$ cat src/rtl/cheri_pkg.sv
// Shared CHERI types: host-side operation encoding for the temporal-safety map.
package cheri_pkg;

    localparam int unsigned TSMAP_OP_W = 2;

    typedef enum logic [TSMAP_OP_W-1:0] {
        TSMAP_OP_READ  = 2'd0,
        TSMAP_OP_WRITE = 2'd1,
        TSMAP_OP_BSET  = 2'd2,
        TSMAP_OP_BCLR  = 2'd3
    } tsmap_op_e;

endpackage

$ cat src/rtl/ibexc_tsmap_arbiter.sv
// Shares the single-port TS map SRAM between the core load filter (absolute priority)
// and a host port that can read, write and atomically set/clear revocation bits.
module ibexc_tsmap_arbiter
    import cheri_pkg::*;
#(
    parameter int unsigned TSMapSize = 1024,
    parameter int unsigned AddrW     = 16
) (
    input  logic                  clk_i,
    input  logic                  rst_ni,

    input  logic                  core_cs_i,
    input  logic [AddrW-1:0]      core_addr_i,
    output logic [31:0]           core_rdata_o,

    input  logic                  host_req_i,
    output logic                  host_gnt_o,
    input  logic [TSMAP_OP_W-1:0] host_op_i,
    input  logic [AddrW-1:0]      host_addr_i,
    input  logic [3:0]            host_be_i,
    input  logic [31:0]           host_wdata_i,
    output logic                  host_rvalid_o,
    output logic [31:0]           host_rdata_o,
    output logic                  host_err_o,

    output logic                  sram_cs_o,
    output logic                  sram_we_o,
    output logic [AddrW-1:0]      sram_addr_o,
    output logic [31:0]           sram_wmask_o,
    output logic [31:0]           sram_wdata_o,
    input  logic [31:0]           sram_rdata_i,

    output logic                  busy_o
);

    typedef enum logic {ST_IDLE, ST_RMW_WR} state_e;

    state_e           state_q;
    logic             core_rd_q, rd_pend_q, rmw_done_q, rvalid_q, err_q;
    logic             rmw_first_q, rmw_set_q;
    logic [AddrW-1:0] rmw_addr_q;
    logic [31:0]      rmw_mask_q, old_q;

    tsmap_op_e        host_op;
    logic             host_oor, host_is_rmw, rmw_wr;
    logic [31:0]      old_word, new_word;

    function automatic logic [31:0] be_to_bitmask(input logic [3:0] be);
        logic [31:0] m;
        m = '0;
        for (int unsigned i = 0; i < 4; i++) begin
            m[i*8 +: 8] = {8{be[i]}};
        end
        return m;
    endfunction

    assign host_op     = tsmap_op_e'(host_op_i);
    assign host_oor    = 32'(host_addr_i) >= TSMapSize;
    assign host_is_rmw = (host_op == TSMAP_OP_BSET) || (host_op == TSMAP_OP_BCLR);
    assign host_gnt_o  = host_req_i & ~core_cs_i & (state_q == ST_IDLE);
    assign rmw_wr      = (state_q == ST_RMW_WR) & ~core_cs_i;

    // The old word arrives on the SRAM bus only in the first RMW_WR cycle; afterwards
    // the captured copy is used, so a deferred write still modifies the original value.
    assign old_word = rmw_first_q ? sram_rdata_i : old_q;
    assign new_word = rmw_set_q ? (old_word | rmw_mask_q) : (old_word & ~rmw_mask_q);

    always_comb begin
        sram_cs_o    = 1'b0;
        sram_we_o    = 1'b0;
        sram_addr_o  = '0;
        sram_wmask_o = '0;
        sram_wdata_o = '0;
        if (core_cs_i) begin
            sram_cs_o   = 1'b1;
            sram_addr_o = core_addr_i;
        end else if (state_q == ST_RMW_WR) begin
            sram_cs_o    = 1'b1;
            sram_we_o    = 1'b1;
            sram_addr_o  = rmw_addr_q;
            sram_wmask_o = '1;
            sram_wdata_o = new_word;
        end else if (host_gnt_o && !host_oor) begin
            sram_cs_o   = 1'b1;
            sram_addr_o = host_addr_i;
            if (host_op == TSMAP_OP_WRITE) begin
                sram_we_o    = 1'b1;
                sram_wmask_o = be_to_bitmask(host_be_i);
                sram_wdata_o = host_wdata_i;
            end
        end
    end

    always_ff @(posedge clk_i or negedge rst_ni) begin
        if (!rst_ni) begin
            state_q     <= ST_IDLE;
            core_rd_q   <= 1'b0;
            rd_pend_q   <= 1'b0;
            rmw_done_q  <= 1'b0;
            rvalid_q    <= 1'b0;
            err_q       <= 1'b0;
            rmw_first_q <= 1'b0;
            rmw_set_q   <= 1'b0;
            rmw_addr_q  <= '0;
            rmw_mask_q  <= '0;
            old_q       <= '0;
        end else begin
            core_rd_q  <= core_cs_i;
            rvalid_q   <= (host_gnt_o && (host_oor || !host_is_rmw)) || rmw_wr;
            err_q      <= host_gnt_o && host_oor;
            rd_pend_q  <= host_gnt_o && !host_oor && (host_op == TSMAP_OP_READ);
            rmw_done_q <= rmw_wr;
            unique case (state_q)
                ST_IDLE: begin
                    if (host_gnt_o && !host_oor && host_is_rmw) begin
                        state_q     <= ST_RMW_WR;
                        rmw_addr_q  <= host_addr_i;
                        rmw_mask_q  <= host_wdata_i;
                        rmw_set_q   <= (host_op == TSMAP_OP_BSET);
                        rmw_first_q <= 1'b1;
                    end
                end
                ST_RMW_WR: begin
                    if (rmw_first_q) begin
                        old_q       <= sram_rdata_i;
                        rmw_first_q <= 1'b0;
                    end
                    if (!core_cs_i) begin
                        state_q <= ST_IDLE;
                    end
                end
                default: state_q <= ST_IDLE;
            endcase
        end
    end

    assign core_rdata_o  = core_rd_q ? sram_rdata_i : '0;
    assign host_rvalid_o = rvalid_q;
    assign host_err_o    = err_q;
    assign host_rdata_o  = rd_pend_q ? sram_rdata_i : (rmw_done_q ? old_q : '0);
    assign busy_o        = (state_q != ST_IDLE);

endmodule
$ cat config.mk
export PLATFORM = sky130hd
export DESIGN_NAME = ibexc_tsmap_arbiter
export DESIGN_NICKNAME = d
export VERILOG_FILES = /design/src/rtl/cheri_pkg.sv /design/src/rtl/ibexc_tsmap_arbiter.sv
export SDC_FILE = /design/constraint.sdc
export NUM_CORES = 1
export LEC_CHECK = 0
export ABC_AREA = 0
export CAP_MARGIN = 20
export CORE_AREA = 2 2 122 124
export CTS_BUF_LIST = sky130_fd_sc_hd__clkbuf_2 sky130_fd_sc_hd__clkbuf_4 sky130_fd_sc_hd__clkbuf_8
export DETAILED_ROUTE_END_ITERATION = 7
export DIE_AREA = 0 0 124 126
export PLACE_DENSITY_LB_ADDON = 0.3
export RECOVER_POWER = 100
export SLEW_MARGIN = 25
export SYNTH_ARGS = -nofsm -noshare
export SYNTH_HDL_FRONTEND = slang
export SYNTH_SLANG_ARGS = --single-unit
$ cat constraint.sdc
create_clock -name clk_i -period 8.9 [get_ports clk_i]
set_input_delay 2.67 -clock clk_i [delete_from_list [all_inputs] [get_ports clk_i]]
set_output_delay 2.67 -clock clk_i [all_outputs]
set_load 0.01 [all_outputs]
==> Yosys cells after proc, flatten, opt, wreduce, memory -nomap -nowiden <==
Cells that the tools add are included.
Widths: inputs -> output; s select.
{ "word_totals": {"regBits": 88, "word_cells": 64, "output_inout_bits": 150, "inputBits": 106} }
{ "classes": {"n_lt_le_gt_ge": 1, "mux": 28, "eq_ne": 4, "n_reduce_logical": 12, "bitwise": 8} }
{ "ops": {"columns": ["operator", "n"], "rows": [
  ["$mux 32", 13],
  ["$mux 16", 3],
  ["$and 32x32->32", 1],
  ["$not 32->32", 1],
  ["$or 32x32->32", 1],
  ["$ge 16x11->1 const B", 1],
  ["$mux 1", 10],
  ["$logic_and 1x1->1", 5],
  ["$eq 2x2->1 const B", 2],
  ["$pmux 1 s2", 2],
  ["$and 1x1->1", 3],
  ["$logic_or 1x1->1", 3],
  ["$eq 2x1->1 const B", 1],
  ["$logic_not 1->1", 2],
  ["$logic_not 2->1", 1],
  ["$ne 2x1->1 const B", 1],
  ["$not 1->1", 2],
  ["$reduce_and 2->1", 1]
]} }

==> Depth between registers and ports, before layout <==
Gate-level depths: netlist of run 1.
{ "logic_depth": {"word_depth": 7, "mapped_depth": 6} }

==> Worst setup path after synthesis of run 1 <==
OpenSTA, ideal clock, no wires.
{ "synth_timing": {"path_type": "input-to-output", "startpoint": "input host_addr_i[12]", "endpoint": "output sram_wmask_o[10]", "required_time_ns": 6.230, "path_stages": 6, "arrival_time_ns": 3.973, "path_slack_ns": 2.257, "n_path_buf": 3, "cell_sequence": "nor4_4 -> and4_1 -> buf_4 -> buf_6 -> a21o_1 -> buf_4"} }
{ "synth_between": {"elab_chain_len": 6} }
{ "synth_rtl": {"columns": ["item", "line", "rtl"], "rows": [
  ["from (decl)", "ibexc_tsmap_arbiter.sv:19", "input logic [AddrW-1:0] host_addr_i,"],
  ["$ge 16x11->1", "ibexc_tsmap_arbiter.sv:58", "assign host_oor = 32'(host_addr_i) >= TSMapSize;"],
  ["$logic_not 1->1", "ibexc_tsmap_arbiter.sv:83", "end else if (host_gnt_o && !host_oor) begin"],
  ["$logic_and 1x1->1", "ibexc_tsmap_arbiter.sv:83", null],
  ["$mux 32", "ibexc_tsmap_arbiter.sv:83", null],
  ["$mux 32", "ibexc_tsmap_arbiter.sv:77", "end else if (state_q == ST_RMW_WR) begin"],
  ["$mux 32", "ibexc_tsmap_arbiter.sv:74", "if (core_cs_i) begin"],
  ["to (decl)", "ibexc_tsmap_arbiter.sv:29", "output logic [31:0] sram_wmask_o,"]
]} }
No other way between the ends.

==> Final worst setup path of run 1 <==
{ "layout_timing": {"startpoint": "input core_cs_i", "endpoint": "output sram_wdata_o[6]"} }
{ "layout_between": {"elab_chain_len": 7} }
{ "layout_rtl": {"columns": ["item", "line", "rtl"], "rows": [
  ["from (decl)", "ibexc_tsmap_arbiter.sv:12", "input logic core_cs_i,"],
  ["$not 1->1", "ibexc_tsmap_arbiter.sv:60", "assign host_gnt_o = host_req_i & ~core_cs_i & (state_q == ST_IDLE);"],
  ["$and 1x1->1 (2 in a row)", "ibexc_tsmap_arbiter.sv:60", null],
  ["$logic_and 1x1->1", "ibexc_tsmap_arbiter.sv:83", null],
  ["$mux 32", "ibexc_tsmap_arbiter.sv:83", null],
  ["$mux 32", "ibexc_tsmap_arbiter.sv:77", null],
  ["$mux 32 *", "ibexc_tsmap_arbiter.sv:74", null],
  ["to (decl)", "ibexc_tsmap_arbiter.sv:30", "output logic [31:0] sram_wdata_o,"]
]} }
Mark *: on every way between the ends. The rest lies on a longest branch, timed or not.

==> impl_metrics.yaml, run 1 <==
drt:
  met3WireLength_um: 1080
  drt-pass1-iter-count: 5
  detail-route-antenna-nets: 0
  drt_iter0_markers: 190
  wl_um: 15900
  wl_met1_um: 6570
  drcViolationCount: 0
  vias: 4770
  post_drt_wl_per_cell_um: 17.1
  drt-vias-per-instance: 5.11
  dr.max_layer_used: "met4"
  dr_wl_met2_um: 7940
critical_path:
  cp.arrival_ps: 5610
  critPathKind: "in -> out"
  start_kind: "input pin"
  end_kind: "output pin"
  worstPathMaxFanout: 19
  required_ps: 6230
  ff2ff_path_depth: 4
  r2r_slack_ps: 4970
global_route:
  grt_start_max_net_pins: 64
  overflow: 0
  grt_pass1_wl_um: 25500
  antenna_found_initial: 0
  grtUsageTotal_pct: 21.1
  grt_pass1_vias: 5005
power:
  vdd_drop_max_mv: 0.0649
  p_leak_nw: 3.93
  cellPowerDensity_nw_per_um2: 121
  swShare_pct: 25.5
  p_sw_w: 0.000249
  combinationalPowerShare_pct: 17.6
  internal_power_w: 0.000726
  clockPowerShare_pct: 34.3
  pwr-share-seq_pct: 48.1
layout:
  area_growth_pct: 44.4
  nets: 851
  layout_commonest_cell: "dlygate4sd3_1"
  fill_cells: 1292
  drive_gt1_share_pct: 8.13
  postLayoutCellArea_um2: 8040
  antenna-diode-count: 0
  final_cell_mix: "dlygate4sd3_1, nand2_1, clkdlybuf4s50_1"
floorplan:
  dieArea_um2: 15600
  rows: 44
  fp.coreArea_um2: 14300
  io_pins: 256
  die_w_um: 124
  die_height_um: 126
  start_util_pct: 38.9
flow_run:
  cap_violations: 3
synth:
  syn_area_um2: 5570
  synth.distinct_cells: 28
  synth.avg_cell_area_um2: 10.3
  yosysSeqAreaShare_pct: 39.5
  synth_cells: 543
  yosysWarnings: 0
  ys_seq_elements: 88
  synth_nets: 649
clock_tree:
  clkLatencyLatePin_ps: 370
  cts_buffers: 9
  htreeDepth: 3
  post-cts-setup-buffers: 0
  clockRootBuffer: "clkbuf_8"
  ctsResizeCount: 0
  clk_path_buf_depth: 2
  clk_pin_slew_ps: 90
  cts_sinks: 88
  cts_hold_buf: 0
  cts_tree: "yes"
worst_hold_path:
  worstHoldPathCells: 1
  min_path_type: "reg -> reg"
timing:
  max_clock_freq_ghz: 0.121
  clock_skew_ps: 10.5
  worst_slew_pin_slew_ps: 2440
  fin_crit_ps: 8280
  slew_violations: 124
  setup_viol: 0
  slew_headroom_pct: -62.9
  min_period_over_period_pct: 93.1
  rsz0062_at_grt: "no"
  hold_viol: 0
  setup_tns_ps: 0
run_status:
  status: "finished, violations left"
  violations: "max-capacitance violations, max-slew violations"
place:
  io_buffers: 255
  place_area_um2: 7970
  place_congestion: 0.801
  hpwlAfterDp_um: 11500
## worst max-delay path: stages
cell and delay [ps]:
dlygate4sd3_1 550, nor3b_1 620, and4_2 650, buf_4 330
a22o_1 170, dlygate4sd3_1 600
## path summary, 6_finish.rpt
| check | from | endpoint |
|---|---|---|
| min in group asynchronous | rst_ni | rmw_mask_q[5] |
| max reg2reg | busy_o | rmw_mask_q[9] |
| max | core_cs_i | sram_wdata_o[6] |
| min | rmw_addr_q[5] | rmw_addr_q[5] |
| max in group asynchronous | rst_ni | rmw_done_q |
| min reg2reg | rmw_addr_q[5] | rmw_addr_q[5] |
## Yosys cell counts
master    number  area [µm²]
a21o_1        15         113
mux2i_1       33         330
nor2b_1        3        18.8
a32o_1         1        10.0
o21ai_0       63         315
a22o_1        49         429
clkbuf_1      19        71.3
nor3b_1        1        7.51
nand2_1       95         357
nor4_4         1        21.3
buf_4         29         218
mux2_4        41         616
nand4_4        1        21.3
buf_6          8        90.1
and3_1         1        6.26
dfrtp_1       88        2200
nor2_1         1        3.75
nor3b_4        1        18.8
inv_1          3        11.3
buf_1          2        7.51
mux2_2        33         372
and4_1         1        8.76
or3_1          1        6.26
and2_1        38         238
buf_2         12        60.1
nand3_1        1        5.00
a21boi_0       1        7.51
or2_2          1        6.26
## layer usage
| metal | global-route usage [%] | vias to the layer above |
|---|---|---|
| met5 | 0 | - |
| met4 | 7.87 | 0 |
| met3 | 4.57 | 24 |
| met2 | 36.5 | 192 |
| met1 | 25.4 | 2272 |
| li1 | - | 2282 |
## area by class of cell
cell class / instances / area, µm² / area share [%]
Multi-Input combinational cell: 382 / 2740 / 34.1
Timing Repair Buffer: 261 / 2610 / 32.5
Sequential cell: 88 / 2210 / 27.5
Tap cell: 184 / 230 / 2.86
Clock buffer: 10 / 131 / 1.63
Clock inverter: 6 / 108 / 1.34
Inverter: 3 / 11.3 / 0.140
## metrics by stage
step | power, W | hold slack, ps | setup WS [ps] | instances | util, %
finish | 0.000975 | 501 | 618 | 934 | 56.2
global placement | 0.000663 | 483 | 1090 | 917 | 55.7
detailed placement | 0.000668 | 474 | 1030 | 917 | 55.7
global route | 0.00102 | 524 | 448 | 934 | 56.2
CTS | 0.00101 | 504 | 1020 | 933 | 57.4
floorplan | 0.000555 | 454 | 2260 | 543 | -
## power by group through the flow
stage	logic (W)	clock network, W	registers, W
2_1_floorplan	0.000102	0	0.000454
3_3_place_gp	0.000189	0	0.000474
3_5_place_dp	0.000192	0	0.000476
4_1_cts	0.000193	0.000344	0.000469
5_1_grt	0.000189	0.000361	0.000474
6_report	0.000172	0.000335	0.000469
## registers in the layout, summed over array words and instances, names as in the netlist
register       flops
rd_pend_q          1
old_q             32
core_rd_q          1
host_rvalid_o      1
rmw_addr_q        16
rmw_first_q        1
host_err_o         1
busy_o             1
rmw_done_q         1
rmw_set_q          1
rmw_mask_q        32
## logic make-up after synthesis
logic type / synth area share [%]
DFF: 39.5
muxes: 23.7
and+or+nand+nor: 12.9
buffers and inverters: 8.22
AOI/OAI and AO/OA: 15.7
Power figures use the tool's default switching activity.
==> inputs of run 2 (changes only) <==
--- a/config.mk
+++ b/config.mk
@@ -6,13 +6,13 @@
 export NUM_CORES = 1
 export LEC_CHECK = 0
 export ABC_AREA = 0
-export CAP_MARGIN = 20
 export CORE_AREA = 2 2 122 124
 export CTS_BUF_LIST = sky130_fd_sc_hd__clkbuf_2 sky130_fd_sc_hd__clkbuf_4 sky130_fd_sc_hd__clkbuf_8
 export DETAILED_ROUTE_END_ITERATION = 7
 export DIE_AREA = 0 0 124 126
 export PLACE_DENSITY_LB_ADDON = 0.3
 export RECOVER_POWER = 100
+export SKIP_CTS_REPAIR_TIMING = 1
 export SLEW_MARGIN = 25
 export SYNTH_ARGS = -nofsm -noshare
 export SYNTH_HDL_FRONTEND = slang
==> results of run 2 <==
No change in the layout: final DEF, timing and power equal those of run 1.
